`src/rtl/vga_rx_pkg.sv`:
```
// vga_rx_pkg: shared types and constants for the VGA sync receiver.
// Counter width/saturation, nominal 640x480 timing and lock states.
package vga_rx_pkg;

    localparam int CNT_W = 10;
    localparam logic [CNT_W-1:0] CNT_MAX = 10'd1023;

    localparam int H_TOTAL  = 800;
    localparam int V_TOTAL  = 525;
    localparam int H_ACTIVE = 640;
    localparam int V_ACTIVE = 480;

    typedef enum logic [1:0] {
        SEARCH,
        VERIFY,
        LOCKED
    } lock_state_e;

    function automatic logic [CNT_W-1:0] sat_inc(
        input logic [CNT_W-1:0] v
    );
        return (v == CNT_MAX) ? v : v + 10'd1;
    endfunction

endpackage

```
`src/rtl/vga_edge_detect.sv`:
```
// vga_edge_detect: registers one sync input and flags its falling
// edge. Reset clears both stages, so a line held low gives no edge.
module vga_edge_detect (
    input  logic clk,
    input  logic reset,
    input  logic din,
    output logic fall
);

    logic s1_d, s1_q;
    logic prev_d, prev_q;

    // next-state for the input register and its one-cycle history
    always_comb begin
        s1_d   = din;
        prev_d = s1_q;
    end

    // input stage and history register
    always_ff @(posedge clk or posedge reset) begin
        if (reset) begin
            s1_q   <= 1'b0;
            prev_q <= 1'b0;
        end else begin
            s1_q   <= s1_d;
            prev_q <= prev_d;
        end
    end

    assign fall = prev_q & ~s1_q;

endmodule

```
`src/rtl/vga_sync_receiver.sv`:
```
// vga_sync_receiver: recovers pixel coordinates and line/frame
// lengths from a VGA sync stream and tracks timing lock.
module vga_sync_receiver (
    input  logic       clk,
    input  logic       reset,
    input  logic       vga_HS,
    input  logic       vga_VS,
    input  logic       display,
    output logic [9:0] rx_X,
    output logic [9:0] rx_Y,
    output logic       pixel_valid,
    output logic [9:0] h_total,
    output logic [9:0] v_total,
    output logic       line_start,
    output logic       frame_start,
    output logic       locked,
    output logic       timing_error
);

    import vga_rx_pkg::*;

    logic hs_fall, vs_fall;

    vga_edge_detect u_hs (
        .clk   (clk),
        .reset (reset),
        .din   (vga_HS),
        .fall  (hs_fall)
    );

    vga_edge_detect u_vs (
        .clk   (clk),
        .reset (reset),
        .din   (vga_VS),
        .fall  (vs_fall)
    );

    logic [CNT_W-1:0] h_cnt_d, h_cnt_q;
    logic [CNT_W-1:0] v_cnt_d, v_cnt_q;
    logic [CNT_W-1:0] h_total_d, h_total_q;
    logic [CNT_W-1:0] v_total_d, v_total_q;
    logic [CNT_W-1:0] x_cnt_d, x_cnt_q;
    logic [CNT_W-1:0] y_cnt_d, y_cnt_q;
    logic [CNT_W-1:0] rx_x_d, rx_x_q;
    logic [CNT_W-1:0] rx_y_d, rx_y_q;
    logic [CNT_W-1:0] ref_h_d, ref_h_q;
    logic [CNT_W-1:0] ref_v_d, ref_v_q;
    logic [CNT_W-1:0] h_len, v_len;
    logic de_s1_d, de_s1_q;
    logic de_prev_d, de_prev_q;
    logic pv_d, pv_q;
    logic ls_d, ls_q;
    logic fs_d, fs_q;
    logic err_d, err_q;
    logic bad_d, bad_q;
    logic h_bad, v_bad, h_sat;
    lock_state_e state_d, state_q;

    // counters and measurements; on a coincident HS/VS edge the
    // frame length includes the line that just started
    always_comb begin
        de_s1_d   = display;
        de_prev_d = de_s1_q;
        h_len     = sat_inc(h_cnt_q);
        v_len     = hs_fall ? sat_inc(v_cnt_q) : v_cnt_q;
        h_cnt_d   = hs_fall ? '0 : sat_inc(h_cnt_q);
        h_total_d = hs_fall ? h_len : h_total_q;
        v_cnt_d   = vs_fall ? '0 : v_len;
        v_total_d = vs_fall ? v_len : v_total_q;
        x_cnt_d   = x_cnt_q;
        if (hs_fall)
            x_cnt_d = '0;
        else if (de_s1_q)
            x_cnt_d = sat_inc(x_cnt_q);
        y_cnt_d = y_cnt_q;
        if (vs_fall)
            y_cnt_d = '0;
        else if (de_prev_q && !de_s1_q)
            y_cnt_d = sat_inc(y_cnt_q);
        rx_x_d = de_s1_q ? x_cnt_q : '0;
        rx_y_d = de_s1_q ? y_cnt_q : '0;
        pv_d   = de_s1_q;
        ls_d   = hs_fall;
        fs_d   = vs_fall;
    end

    // lock tracking: references are the lengths loaded at a VS edge
    always_comb begin
        state_d = state_q;
        ref_h_d = ref_h_q;
        ref_v_d = ref_v_q;
        bad_d   = bad_q;
        err_d   = 1'b0;
        h_bad   = hs_fall && (h_len != ref_h_q);
        v_bad   = vs_fall && (v_len != ref_v_q);
        h_sat   = (h_cnt_q == CNT_MAX);
        unique case (state_q)
            SEARCH: begin
                if (vs_fall) begin
                    state_d = VERIFY;
                    ref_h_d = h_total_d;
                    ref_v_d = v_total_d;
                    bad_d   = 1'b0;
                end
            end
            VERIFY: begin
                if (h_sat) begin
                    state_d = SEARCH;
                end else begin
                    if (h_bad)
                        bad_d = 1'b1;
                    if (vs_fall) begin
                        if (bad_q || h_bad || v_bad) begin
                            ref_h_d = h_total_d;
                            ref_v_d = v_total_d;
                            bad_d   = 1'b0;
                        end else begin
                            state_d = LOCKED;
                        end
                    end
                end
            end
            LOCKED: begin
                if (h_bad || v_bad || h_sat) begin
                    state_d = SEARCH;
                    err_d   = 1'b1;
                end
            end
            default: state_d = SEARCH;
        endcase
    end

    // all state registers, cleared together on reset
    always_ff @(posedge clk or posedge reset) begin
        if (reset) begin
            h_cnt_q   <= '0;
            v_cnt_q   <= '0;
            h_total_q <= '0;
            v_total_q <= '0;
            x_cnt_q   <= '0;
            y_cnt_q   <= '0;
            rx_x_q    <= '0;
            rx_y_q    <= '0;
            ref_h_q   <= '0;
            ref_v_q   <= '0;
            de_s1_q   <= 1'b0;
            de_prev_q <= 1'b0;
            pv_q      <= 1'b0;
            ls_q      <= 1'b0;
            fs_q      <= 1'b0;
            err_q     <= 1'b0;
            bad_q     <= 1'b0;
            state_q   <= SEARCH;
        end else begin
            h_cnt_q   <= h_cnt_d;
            v_cnt_q   <= v_cnt_d;
            h_total_q <= h_total_d;
            v_total_q <= v_total_d;
            x_cnt_q   <= x_cnt_d;
            y_cnt_q   <= y_cnt_d;
            rx_x_q    <= rx_x_d;
            rx_y_q    <= rx_y_d;
            ref_h_q   <= ref_h_d;
            ref_v_q   <= ref_v_d;
            de_s1_q   <= de_s1_d;
            de_prev_q <= de_prev_d;
            pv_q      <= pv_d;
            ls_q      <= ls_d;
            fs_q      <= fs_d;
            err_q     <= err_d;
            bad_q     <= bad_d;
            state_q   <= state_d;
        end
    end

    assign rx_X         = rx_x_q;
    assign rx_Y         = rx_y_q;
    assign pixel_valid  = pv_q;
    assign h_total      = h_total_q;
    assign v_total      = v_total_q;
    assign line_start   = ls_q;
    assign frame_start  = fs_q;
    assign locked       = (state_q == LOCKED);
    assign timing_error = err_q;

endmodule

```
`config.mk`:
```
export PLATFORM = sky130hd
export DESIGN_NAME = vga_sync_receiver
export DESIGN_NICKNAME = d
export VERILOG_FILES = /design/src/rtl/vga_rx_pkg.sv /design/src/rtl/vga_edge_detect.sv /design/src/rtl/vga_sync_receiver.sv
export SDC_FILE = /design/constraint.sdc
export NUM_CORES = 1
export LEC_CHECK = 0
export ABC_AREA = 1
export BUFFER_PORTS_ARGS = -buffer_cell sky130_fd_sc_hd__buf_4
export CAP_MARGIN = 20
export CORE_MARGIN = 10
export CORE_UTILIZATION = 56
export DETAILED_ROUTE_END_ITERATION = 12
export GPL_TIMING_DRIVEN = 0
export HOLD_SLACK_MARGIN = 0.03
export PLACE_DENSITY = 0.76
export SYNTH_ARGS = -nofsm -noshare
export SYNTH_HDL_FRONTEND = slang
export SYNTH_SLANG_ARGS = --single-unit
```
`constraint.sdc`:
```
create_clock -name clk -period 4.1 [get_ports clk]
set_clock_uncertainty 0.05 [all_clocks]
set_input_delay 0.205 -clock clk [delete_from_list [all_inputs] [get_ports clk]]
set_output_delay 0.205 -clock clk [all_outputs]
set_load 0.02 [all_outputs]
```
Word level (Yosys, flattened, before mapping) --
Index checks and enable logic that the tools add are counted.
Storage, ports and cells: register bits after elaboration 112, input port bits 5
Operators by class: $add $sub $neg 4, equality and inequality tests 17, muxes and demuxes 39, bitwise operators 4, reductions and logical operators 17
Operators with widths (number):
- $mux W10 | 23
- $add A10 B1 Y10 const B | 4
- $eq A10 B10 Y1 const B | 4
- $pmux W10 S2 | 2
- $ne A10 B10 Y1 | 2
- $ne A2 B2 Y1 const B | 6
- $mux W2 | 5
- $mux W1 | 7
- $ne A3 B3 Y1 const B | 2
- $pmux W2 S3 | 1
- $reduce_bool A2 Y1 | 3
- $reduce_and A5 Y1 | 1
- $logic_or A1 B1 Y1 | 4
- $reduce_and A2 Y1 | 2
- $reduce_and A4 Y1 | 1
- $logic_and A1 B1 Y1 | 3
- $reduce_and A3 Y1 | 1
- $and A1 B1 Y1 | 2
- $eq A2 B1 Y1 const B | 1
- $eq A2 B2 Y1 const B | 1
- $logic_not A2 Y1 | 1
- $ne A2 B1 Y1 const B | 1
- $not A1 Y1 | 2
- $pmux W1 S2 | 1
- $logic_not A1 Y1 | 1

Longest topological paths before layout --
Gate-level depths: netlist of run 1.
depth after elaboration 10, depth in mapped cells 19, gate-level depth less buffers 18

Modules after synthesis --
A second synthesis of run 1 with hierarchy kept.
Unflattened totals: cells, all modules 715, area, all modules 5521.5 um2
Modules (own cells, without submodules):
- vga_sync_receiver | instances 1, cells each 705, area each 5393.9 um2, sequential area each 2702.6 um2
- vga_edge_detect | instances 2, cells each 5, area each 63.8 um2, sequential area each 50.0 um2

Worst setup path after synthesis of run 1 --
Ideal clock, no wire load.
path type reg2reg, start point register v_cnt_q[0], end point register ref_h_q[0], library setup time 0.117 ns, arrival time 1.949 ns, required time 3.933 ns, setup slack 1.985 ns, cell stages (with the launch flop) 18, buffers on the path 1, period minus slack after synthesis 2.115 ns, cell sequence dfrtp_1 > ha_1 > inv_1 > nor2_4 > nand3_4 > nand2_4 > nand2_2 > nand3b_1 > nand2_1 > inv_1 > nand2_1 > nor2_1 > nand3_1 > nand2_1 > nand4_2 > buf_2 > nand3_1 > nand2_1
On the way: longest elaborated chain between the ends 8, elaborated cells between the ends (all ways) 9
Ends and longest elaborated chain:
- from (decl) | line vga_sync_receiver.sv:39 | logic [CNT_W-1:0] v_cnt_d, v_cnt_q;
- from (signal assigned) | line vga_sync_receiver.sv:156 | v_cnt_q <= v_cnt_d;
- $add A10 B1 Y10 or $eq A10 B10 Y1 (tied branches) | line vga_rx_pkg.sv:22 | return (v == CNT_MAX) ? v : v + 10'd1;
- $mux W10 | line vga_rx_pkg.sv:22
- $mux W10 * | line vga_sync_receiver.sv:65 | v_len = hs_fall ? sat_inc(v_cnt_q) : v_cnt_q;
- $ne A10 B10 Y1 * | line vga_sync_receiver.sv:95 | v_bad = vs_fall && (v_len != ref_v_q);
- $logic_and A1 B1 Y1 * | line vga_sync_receiver.sv:95
- $logic_or A1 B1 Y1 * | line vga_sync_receiver.sv:113 | if (bad_q || h_bad || v_bad) begin
- $ne A2 B2 Y1 (no source line) *
- $reduce_and A5 Y1 (no source line) *
- to (signal assigned) | line vga_sync_receiver.sv:163 | ref_h_q <= ref_h_d;
- to (decl) | line vga_sync_receiver.sv:46 | logic [CNT_W-1:0] ref_h_d, ref_h_q;
Mark *: on every way between the ends. The rest lies on a longest branch, timed or not. A chain may end at the register's enable or synchronous reset.

Worst setup path in the final report of run 1 --
start point register u_hs.s1_q, in the netlist u_hs.prev_d, end point register ref_h_q[6]
On the way: longest elaborated chain between the ends 8, elaborated cells between the ends (all ways) 16
Ends and longest elaborated chain:
- from (decl) | line vga_edge_detect.sv:10 | logic s1_d, s1_q;
- from (signal assigned) | line vga_edge_detect.sv:22 | s1_q <= 1'b0;
- from (signal assigned) | line vga_edge_detect.sv:25 | s1_q <= s1_d;
- $not A1 Y1 * | line vga_edge_detect.sv:30 | assign fall = prev_q & ~s1_q;
- $and A1 B1 Y1 * | line vga_edge_detect.sv:30
- $mux W10 | line vga_sync_receiver.sv:65
- $ne A10 B10 Y1 | line vga_sync_receiver.sv:95
- $logic_and A1 B1 Y1 | line vga_sync_receiver.sv:95
- $logic_or A1 B1 Y1 | line vga_sync_receiver.sv:113
- $ne A2 B2 Y1 (no source line)
- $reduce_and A5 Y1 (no source line)
Mark *: on every way between the ends. The rest lies on a longest branch, timed or not. The select of a mux whose other input is x is not followed.

==> results.sh, run 1 <==
export IMPL_synthesis_instances=656
export IMPL_gp_congestion=0.923
export IMPL_total_power_mw=2.64
export IMPL_hold_path_class="flop to flop"
export IMPL_timing_critical_path_arrival_ps=2870
export IMPL_cts_root_buffer="sky130_fd_sc_hd__clkbuf_8"
export IMPL_crit_required_ps=4310
export IMPL_grt_overflow_total=0
export IMPL_dominant_cell_type_by_area_after_synthesis="sky130_fd_sc_hd__dfrtp_1"
export IMPL_vdd_ir_drop_max_v=0.000227
export IMPL_layout_cells_most_common="sky130_fd_sc_hd__nand2_1"
export IMPL_postCtsResizedCells=0
export IMPL_grt_util_overall=0.168
export IMPL_grt_first_pass_wirelength_mm=19.8
export IMPL_mostFrequentLayoutCells="sky130_fd_sc_hd__nand2_1 (201), sky130_fd_sc_hd__dfrtp_1 (112), sky130_fd_sc_hd__inv_1 (89)"
export IMPL_clockBufferDepth=2
export IMPL_pin_count_of_the_biggest_net_entering_global_routing=66
export IMPL_detail_route_wl_per_cell_um=13.5
export IMPL_count_of_final_max_slew_check_failures=0
export IMPL_synthesis_yosys_warnings=0
export IMPL_fp_coreArea_mm2=0.00924
export IMPL_syn_mean_instance_area_um2=8.12
export IMPL_final_setup_violation_count=0
export IMPL_fin_hold_ws_ps=361
export IMPL_clk_latency_ps=380
export IMPL_synth_edf_count=0
export IMPL_timing_critical_path_from_type="flop"
export IMPL_die_area_mm2=0.0138
export IMPL_startpoint_of_the_lowest_slack_register_to_register_path="u_hs.prev_d"
export IMPL_io_pin_count=50
export IMPL_netlist_cell_type_count=37
export IMPL_drive_above_1_share=0.128
export IMPL_ant_nets=0
export IMPL_run_status="finished, final reports clean"
export IMPL_drtPass1Iterations=5
export IMPL_antenna_found_initial=0
export IMPL_chipHeight_um=118
export IMPL_post_synth_main_area_contributors="sky130_fd_sc_hd__dfrtp_1 (53%), sky130_fd_sc_hd__nand2_1 (14%), sky130_fd_sc_hd__inv_1 (6.3%)"
export IMPL_worst_path_fanout_max=10
export IMPL_port_buffer_count=49
export IMPL_design_final_nets=730
export IMPL_numClockSinks=112
export IMPL_h_tree_lvl_count=3
export IMPL_final_routed_drc_violation_total=0
export IMPL_drt_via_density=5.14
export IMPL_wirelength_mm=11.6
export IMPL_die_w_um=118
export IMPL_first_global_vias=4304
export IMPL_worst_setup_path_end_kind="flop"
export IMPL_rows=35
export IMPL_reg2reg_to="ref_h_q[6]"
export IMPL_clk_transition_reported_paths_ps=130
export IMPL_final_min_period_over_clock_period=0.648
export IMPL_r2r_slack_ps=1440
export IMPL_dpl_cell_count=835
export IMPL_synth_flop_cell="sky130_fd_sc_hd__dfrtp_1"
export IMPL_drv_max_cap_violation_count=0
export IMPL_count_of_final_hold_check_violations=0
export IMPL_detailed_place_area_mm2=0.00588
export IMPL_worst_setup_path_startpoint="u_hs.prev_d"
export IMPL_initial_utilization=0.576
export IMPL_final_cells=855
export IMPL_synth_top_cell_area_share=0.526
export IMPL_final_cell_area_mm2=0.00613
export IMPL_setup_repair_after_global_routing_missed_its_margin="false"
export IMPL_capture_point_of_the_critical_path="ref_h_q[6]"
export IMPL_drtIter0Drc=257
export IMPL_ys_seq_area_frac=0.526
export IMPL_cts_made_buffers=9
export IMPL_leakagePower_nw=3.25
export IMPL_synth_seq_cells=112
export IMPL_synth_async_sr_flop_share=1.00
export IMPL_tritoncts="yes"
export IMPL_cts_setup_buffers=0
export IMPL_finalWorstPathRequiredPeriod_ps=2660
export IMPL_cts_hold_buffers=4
export IMPL_p_per_area_mw_per_mm2=431
export IMPL_critPathKind="flop to flop"
export IMPL_mappedNetlistArea_mm2=0.00532
export IMPL_maximum_operating_frequency_mhz=377
export IMPL_detailroute_via_count=4397
export IMPL_postSynthNetCount=665
export IMPL_antenna_diode_count=0
export IMPL_syn2layout_area_growth_pct=15.1
export IMPL_post_dp_hpwl_mm=8.36
export IMPL_r2r_cells=15
export IMPL_relSlewSlack=0.567
export IMPL_worstMarginPinSlew_ps=650
layer usage:
layer / track usage / wire [um] / up-vias / part of all wire
met3: 0.0345 / 527 / 10 / 0.046
met5: 0 / 0 / - / 0
met4: 0.0456 / 133 / 0 / 0.011
li1: - / - / 2189 / -
met1: 0.209 / 5120 / 2103 / 0.44
met2: 0.290 / 5790 / 95 / 0.50
cell type report:
cell class / instances / area (um^2)
Buffer: 18 / 93.8
Clock buffer: 9 / 124
Clock inverter: 7 / 81.3
Fill cell: 787 / 3110
Inverter: 99 / 374
Multi-Input combinational cell: 427 / 2060
Sequential cell: 112 / 2800
Tap cell: 129 / 161
Timing Repair Buffer: 54 / 435
worst max-delay path, stage by stage, from the launching register on:
cell	delay [ps]
sky130_fd_sc_hd__dfrtp_1	390
sky130_fd_sc_hd__inv_2	40
sky130_fd_sc_hd__nand2_2	120
sky130_fd_sc_hd__clkbuf_1	520
sky130_fd_sc_hd__nand2_1	150
sky130_fd_sc_hd__nand2_1	140
sky130_fd_sc_hd__nand2_1	60
sky130_fd_sc_hd__nand2_1	60
sky130_fd_sc_hd__nand3_1	70
sky130_fd_sc_hd__nor2_1	160
sky130_fd_sc_hd__nand3_1	130
sky130_fd_sc_hd__nand2_1	140
sky130_fd_sc_hd__nand4_2	110
sky130_fd_sc_hd__buf_2	220
sky130_fd_sc_hd__nand3_1	90
sky130_fd_sc_hd__nand2_1	80
logic make-up after synthesis:
| family | after synthesis | synth area share |
|---|---|---|
| buffers and inverters | 117 | 0.0874 |
| AOI/OAI and AO/OA | 60 | 0.0604 |
| DFF | 112 | 0.526 |
| adders and majority gates | 4 | 0.00940 |
| and+or+nand+nor | 351 | 0.291 |
| xor gates and xnor gates | 12 | 0.0251 |
where the power goes:
part	switching (mW)	total, mW	internal [mW]
Clock	0.412	0.656	0.244
Combinational	0.405	0.647	0.241
Sequential	0.108	1.34	1.23
Total	0.925	2.64	1.72
registers in the layout (all words and copies together), names as in the netlist:
register / count
bad_q: 1
de_prev_d: 1
frame_start: 1
h_cnt_q: 10
h_total: 10
line_start: 1
pixel_valid: 1
ref_h_q: 10
ref_v_q: 10
rx_X: 10
rx_Y: 10
state_q: 2
timing_error: 1
u_hs.prev_d: 1
u_hs.prev_q: 1
u_vs.prev_d: 1
u_vs.prev_q: 1
v_cnt_q: 10
v_total: 10
x_cnt_q: 10
y_cnt_q: 10
metrics by stage:
step                 util  setup TNS (ps)  worst slack [ps]
finish              0.663               0              1440
global route        0.663               0              1190
CTS                 0.663               0              1460
detailed placement  0.637               0              1500
global placement    0.633          -35480              -324
floorplan               -               0               886
cell usage after synthesis, drive strengths merged, types with 2 or more instances:
cell type / number
nand4: 14
o31ai: 2
nand3: 61
dfrtp: 112
o21ai: 40
a21oi: 11
clkinv: 5
o21bai: 2
nand2: 206
inv: 94
a31oi: 2
clkbuf: 11
nor2: 57
nor4: 2
xnor2: 2
nor3: 4
ha: 4
nand3b: 6
buf: 7
xor2: 8
worst min path at each step:
stage | from | end | slack, ps | depth (start not counted)
floorplan | display | de_prev_d | 190 | 0
global placement | vga_HS | u_hs.prev_d | 270 | 1
detailed placement | vga_HS | u_hs.prev_d | 270 | 1
CTS | u_vs.prev_d | u_vs.prev_q | 360 | 0
global route | u_vs.prev_d | u_vs.prev_q | 380 | 0
finish | u_vs.prev_d | u_vs.prev_q | 360 | 0
No activity file was read; power rests on OpenSTA's default activity.
==> inputs of run 2 (changes only) <==
Clock period 4.1 ns to 2.66 ns, I/O delays scaled along.
==> run 2 against run 1 <==
  * Sequential share of layout area shrank 0.68 points
  * Via count is 0.77% lower
  * Clock power increased by 63%
  * Design area up 1.7%
  * Critical endpoint is now ref_h_q[9]
  * Largest cell class unchanged
  * Largest power group unchanged
==> results.sh, run 2 (synthesis results as in run 1) <==
export IMPL_clk_transition_reported_paths_ps=110
export IMPL_grt_first_pass_wirelength_mm=20.3
export IMPL_port_buffer_count=49
export IMPL_worstMarginPinSlew_ps=590
export IMPL_die_w_um=118
export IMPL_tns_ps=0
export IMPL_grt_util_overall=0.172
export IMPL_design_final_nets=737
export IMPL_timing_critical_path_arrival_ps=2660
export IMPL_maximum_operating_frequency_mhz=408
export IMPL_hold_path_class="input pin to async pin"
export IMPL_drtIter0Drc=267
export IMPL_grt_busiest_layer="met2"
export IMPL_count_of_final_max_slew_check_failures=0
export IMPL_drv_max_cap_violation_count=0
export IMPL_layout_setup_ws_ps=210
export IMPL_worst_path_fanout_max=10
export IMPL_total_power_mw=4.19
export IMPL_syn2layout_area_growth_pct=17.0
export IMPL_die_area_mm2=0.0138
export IMPL_critPathKind="flop to flop"
export IMPL_wirelength_mm=11.8
export IMPL_initial_utilization=0.576
export IMPL_final_cell_area_mm2=0.00623
export IMPL_cts_made_buffers=9
export IMPL_mostFrequentLayoutCells="sky130_fd_sc_hd__nand2_1 (201), sky130_fd_sc_hd__dfrtp_1 (109), sky130_fd_sc_hd__inv_1 (88)"
export IMPL_detailroute_via_count=4363
export IMPL_fp_coreArea_mm2=0.00924
export IMPL_grt_use_met1=0.213
export IMPL_clockBufferDepth=2
export IMPL_antenna_found_initial=0
export IMPL_final_min_period_over_clock_period=0.921
export IMPL_nFillCells=739
export IMPL_finalWorstPathRequiredPeriod_ps=2450
export IMPL_clk_latency_ps=370
export IMPL_drtPass1Iterations=4
export IMPL_pin_count_of_the_biggest_net_entering_global_routing=40
export IMPL_post_dp_hpwl_mm=8.42
export IMPL_ant_nets=0
export IMPL_numClockSinks=112
export IMPL_leakagePower_nw=3.29
export IMPL_fin_hold_ws_ps=268
export IMPL_drive_above_1_share=0.149
export IMPL_antenna_diode_count=0
export IMPL_worst_setup_path_end_kind="flop"
export IMPL_layout_cells_most_common="sky130_fd_sc_hd__nand2_1"
export IMPL_io_pin_count=50
export IMPL_timing_critical_path_from_type="flop"
export IMPL_grt_util_met3=0.0384
export IMPL_count_of_final_hold_check_violations=0
export IMPL_met2_track_demand_over_resource_in_global_routing=0.295
export IMPL_relSlewSlack=0.606
export IMPL_run_status="finished, final reports clean"
export IMPL_final_routed_drc_violation_total=0
export IMPL_detailed_place_area_mm2=0.00592
export IMPL_h_tree_lvl_count=3
export IMPL_drt_via_density=5.06
export IMPL_p_per_area_mw_per_mm2=672
export IMPL_first_global_vias=4367
export IMPL_place_worst_setup_slack_ps=79.1
export IMPL_grt_overflow_total=0
export IMPL_vdd_ir_drop_max_v=0.000346
export IMPL_gp_congestion=0.894
export IMPL_detail_route_wl_per_cell_um=13.6
export IMPL_rows=35
export IMPL_final_setup_violation_count=0
export IMPL_chipHeight_um=118
export IMPL_crit_required_ps=2870
export IMPL_cts_root_buffer="sky130_fd_sc_hd__clkbuf_8"
export IMPL_tritoncts="yes"
export IMPL_r2r_slack_ps=210
==> run 2: per-stage QoR <==
step | util | cells
final | 0.674 | 862
after global routing | 0.674 | 862
after CTS | 0.667 | 857
after detailed placement | 0.640 | 837
after global placement | 0.634 | 834
after floorplan | - | 656
==> run 2: worst max-delay path: stages (launching register included) <==
cell and delay, ps:
sky130_fd_sc_hd__dfrtp_2 410, sky130_fd_sc_hd__ha_2 210, sky130_fd_sc_hd__inv_2 60, sky130_fd_sc_hd__nor2_4 160, sky130_fd_sc_hd__nand3_4 150, sky130_fd_sc_hd__nand4_1 130, sky130_fd_sc_hd__nand2_1 90, sky130_fd_sc_hd__nand2_1 70
sky130_fd_sc_hd__nand3_1 100, sky130_fd_sc_hd__nor2_2 160, sky130_fd_sc_hd__nand3_1 130, sky130_fd_sc_hd__nand2_1 130, sky130_fd_sc_hd__nand4_2 120, sky130_fd_sc_hd__buf_4 210, sky130_fd_sc_hd__nand3_1 80, sky130_fd_sc_hd__nand2_1 70
==> run 2: routing by layer <==
layer / share of wire / vias up
met5: 0 / -
met4: 0.017 / 0
met3: 0.054 / 18
met2: 0.49 / 94
met1: 0.44 / 2054
li1: - / 2197
==> run 2: timing repair <==
action / in CTS / in global routing
buffers inserted: 0 / 5
endpoints found under the hold margin: 22 / 0
resized for setup: 0 / 14
hold buffers: 4 / 0
endpoints found under the setup margin: 0 / 22
==> run 2: final timing paths <==
path / from / end / depth (start not counted)
min: reset / rx_Y[7] / 3
max in group asynchronous: reset / h_cnt_q[1] / 5
min reg2reg: u_hs.prev_d / u_hs.prev_q / 0
max reg2reg: v_cnt_q[0] / ref_h_q[9] / 15
max: v_cnt_q[0] / ref_h_q[9] / 15
min in group clk: vga_VS / u_vs.prev_d / 2
==> run 2: power breakdown <==
part,internal (mW),total [mW],switching [mW]
clock network,0.477,1.07,0.592
logic,0.405,1.05,0.649
registers,1.90,2.06,0.162
==> run 2: final cells by class <==
class / instances / area [um^2] / share of cell area
Clock inverter: 6 / 72.6 / 0.0116
Tap cell: 129 / 161 / 0.0259
Buffer: 18 / 100 / 0.0161
Clock buffer: 10 / 138 / 0.0221
Multi-Input combinational cell: 427 / 2070 / 0.332
Sequential cell: 112 / 2810 / 0.450
Timing Repair Buffer: 61 / 505 / 0.0811
Inverter: 99 / 375 / 0.0603
==> inputs of run 3 (changes only) <==
Settings changed: RECOVER_POWER from default to 50.
==> run 3 against run 2 <==
  * Combinational power shrank 5%
  * Sequential power hardly changed
  * Non-clock buffer count is the same
  * Maximum frequency is 0.48% higher
  * Final cell count did not move
  * Via count is 0.30% higher
  * Worst setup slack improved by 12 ps
  * Clock-buffer cell count did not move
  * Design area is 2.9% lower
  * Clock power about the same
  * Largest cell class unchanged
==> results.sh, run 3 (synthesis results as in run 1) <==
export IMPL_p_per_area_mw_per_mm2=684
export IMPL_fin_hold_ws_ps=358
export IMPL_count_of_final_hold_check_violations=0
export IMPL_clockBufferDepth=2
export IMPL_drv_max_cap_violation_count=0
export IMPL_final_setup_violation_count=0
export IMPL_h_tree_lvl_count=3
export IMPL_count_of_final_max_slew_check_failures=0
export IMPL_pin_count_of_the_biggest_net_entering_global_routing=40
export IMPL_die_w_um=118
export IMPL_cts_made_buffers=9
export IMPL_maximum_operating_frequency_mhz=410
export IMPL_detailroute_via_count=4376
export IMPL_detailed_place_area_mm2=0.00592
export IMPL_clk_transition_reported_paths_ps=110
export IMPL_die_area_mm2=0.0138
export IMPL_reg2reg_to="ref_h_q[9]"
export IMPL_tritoncts="yes"
export IMPL_antenna_diode_count=0
export IMPL_antenna_found_initial=0
export IMPL_ant_nets=0
export IMPL_mostFrequentLayoutCells="sky130_fd_sc_hd__nand2_1 (201), sky130_fd_sc_hd__dfrtp_1 (109), sky130_fd_sc_hd__inv_1 (88)"
export IMPL_post_dp_hpwl_mm=8.42
export IMPL_relSlewSlack=0.387
export IMPL_drtPass1Iterations=5
export IMPL_drt_via_density=5.08
export IMPL_chipHeight_um=118
export IMPL_startpoint_of_the_lowest_slack_register_to_register_path="v_cnt_q[0]"
export IMPL_worst_hold_path_cells=0
export IMPL_numClockSinks=112
export IMPL_drive_above_1_share=0.0887
export IMPL_rows=35
export IMPL_io_pin_count=50
export IMPL_r2r_slack_ps=220
export IMPL_finalWorstPathRequiredPeriod_ps=2440
export IMPL_initial_utilization=0.576
export IMPL_cts_root_buffer="sky130_fd_sc_hd__clkbuf_8"
export IMPL_gp_congestion=0.894
export IMPL_worst_path_fanout_max=10
export IMPL_grt_first_pass_wirelength_mm=20.3
export IMPL_wirelength_mm=11.8
export IMPL_timing_critical_path_arrival_ps=2650
export IMPL_run_status="finished, final reports clean"
export IMPL_layout_cells_most_common="sky130_fd_sc_hd__nand2_1"
export IMPL_detail_route_wl_per_cell_um=13.7
export IMPL_worst_setup_path_end_kind="flop"
export IMPL_crit_required_ps=2870
export IMPL_final_cell_area_mm2=0.00605
export IMPL_first_global_vias=4367
export IMPL_final_routed_drc_violation_total=0
export IMPL_syn2layout_area_growth_pct=13.6
export IMPL_grt_overflow_total=0
export IMPL_hold_path_class="flop to flop"
export IMPL_timing_critical_path_from_type="flop"
export IMPL_worstHoldEndpoint="u_hs.prev_q"
export IMPL_r2r_cells=15
export IMPL_critPathKind="flop to flop"
export IMPL_final_min_period_over_clock_period=0.917
export IMPL_tns_ps=0
export IMPL_clk_latency_ps=370
export IMPL_port_buffer_count=49
export IMPL_hold_start="u_hs.prev_d"
export IMPL_leakagePower_nw=3.10
export IMPL_worstMarginPinSlew_ps=915
export IMPL_grt_util_overall=0.172
export IMPL_drtIter0Drc=262
export IMPL_fp_coreArea_mm2=0.00924
export IMPL_design_final_nets=737
export IMPL_vdd_ir_drop_max_v=0.000348
[run 3: per-layer routing]
layer	wire, um	vias up	global-route usage
met3	567	16	0.0384
li1	-	2195	-
met1	5220	2063	0.213
met2	5770	102	0.295
met5	0	-	0
met4	211	0	0.0471
[run 3: worst max path at each step]
stage / startpoint / end / slack, ps / cells after the start
3_3_place_gp: u_hs.prev_d / ref_v_q[0] / 110 / 15
6_report: v_cnt_q[0] / ref_h_q[9] / 220 / 15
2_1_floorplan: v_cnt_q[0] / ref_h_q[0] / 540 / 17
5_1_grt: h_cnt_q[1] / ref_v_q[1] / -8 / 16
3_5_place_dp: u_hs.prev_d / ref_v_q[6] / 80 / 15
4_1_cts: u_hs.prev_d / ref_h_q[9] / 30 / 15
[run 3: worst max-delay path: stages (launching register included)]
cell and delay [ps]:
sky130_fd_sc_hd__dfrtp_2 410, sky130_fd_sc_hd__ha_2 210, sky130_fd_sc_hd__inv_2 60, sky130_fd_sc_hd__nor2_4 160, sky130_fd_sc_hd__nand3_4 160, sky130_fd_sc_hd__nand4_1 130, sky130_fd_sc_hd__nand2_1 90, sky130_fd_sc_hd__nand2_1 70
sky130_fd_sc_hd__nand3_1 100, sky130_fd_sc_hd__nor2_2 160, sky130_fd_sc_hd__nand3_1 120, sky130_fd_sc_hd__nand2_1 130, sky130_fd_sc_hd__nand4_2 120, sky130_fd_sc_hd__buf_4 210, sky130_fd_sc_hd__nand3_1 80, sky130_fd_sc_hd__nand2_1 70
[run 3: layout make-up]
class / instances / area [um^2]
clock inverter: 6 / 72.6
multi-input combinational: 427 / 2070
buffer: 18 / 100
tap: 129 / 161
inverter: 99 / 373
sequential: 112 / 2810
timing repair buffer: 61 / 325
fill: 789 / 3190
clock buffer: 10 / 138
[run 3: repair_timing]
action,4_1_cts,5_1_grt
gates resized for setup,0,14
endpoints found under the hold margin,22,0
endpoints found under the setup margin,0,22
hold buffers,4,0
buffers inserted,0,5
[run 3: report_power, final]
group	total, mW	switching [mW]	internal (mW)	leakage [nW]
Clock	1.07	0.596	0.477	0.110
Sequential	2.06	0.159	1.90	1.50
Combinational	1.00	0.648	0.354	1.50
[run 3: through the flow]
step	setup slack (ps)	std cells	total power, mW	util
floorplan	545	656	2.77	-
global placement	112	834	3.05	0.634
detailed placement	79.1	837	3.10	0.640
CTS	28.2	857	4.17	0.667
global route	-7.70	862	4.37	0.654
finish	222	862	4.14	0.654
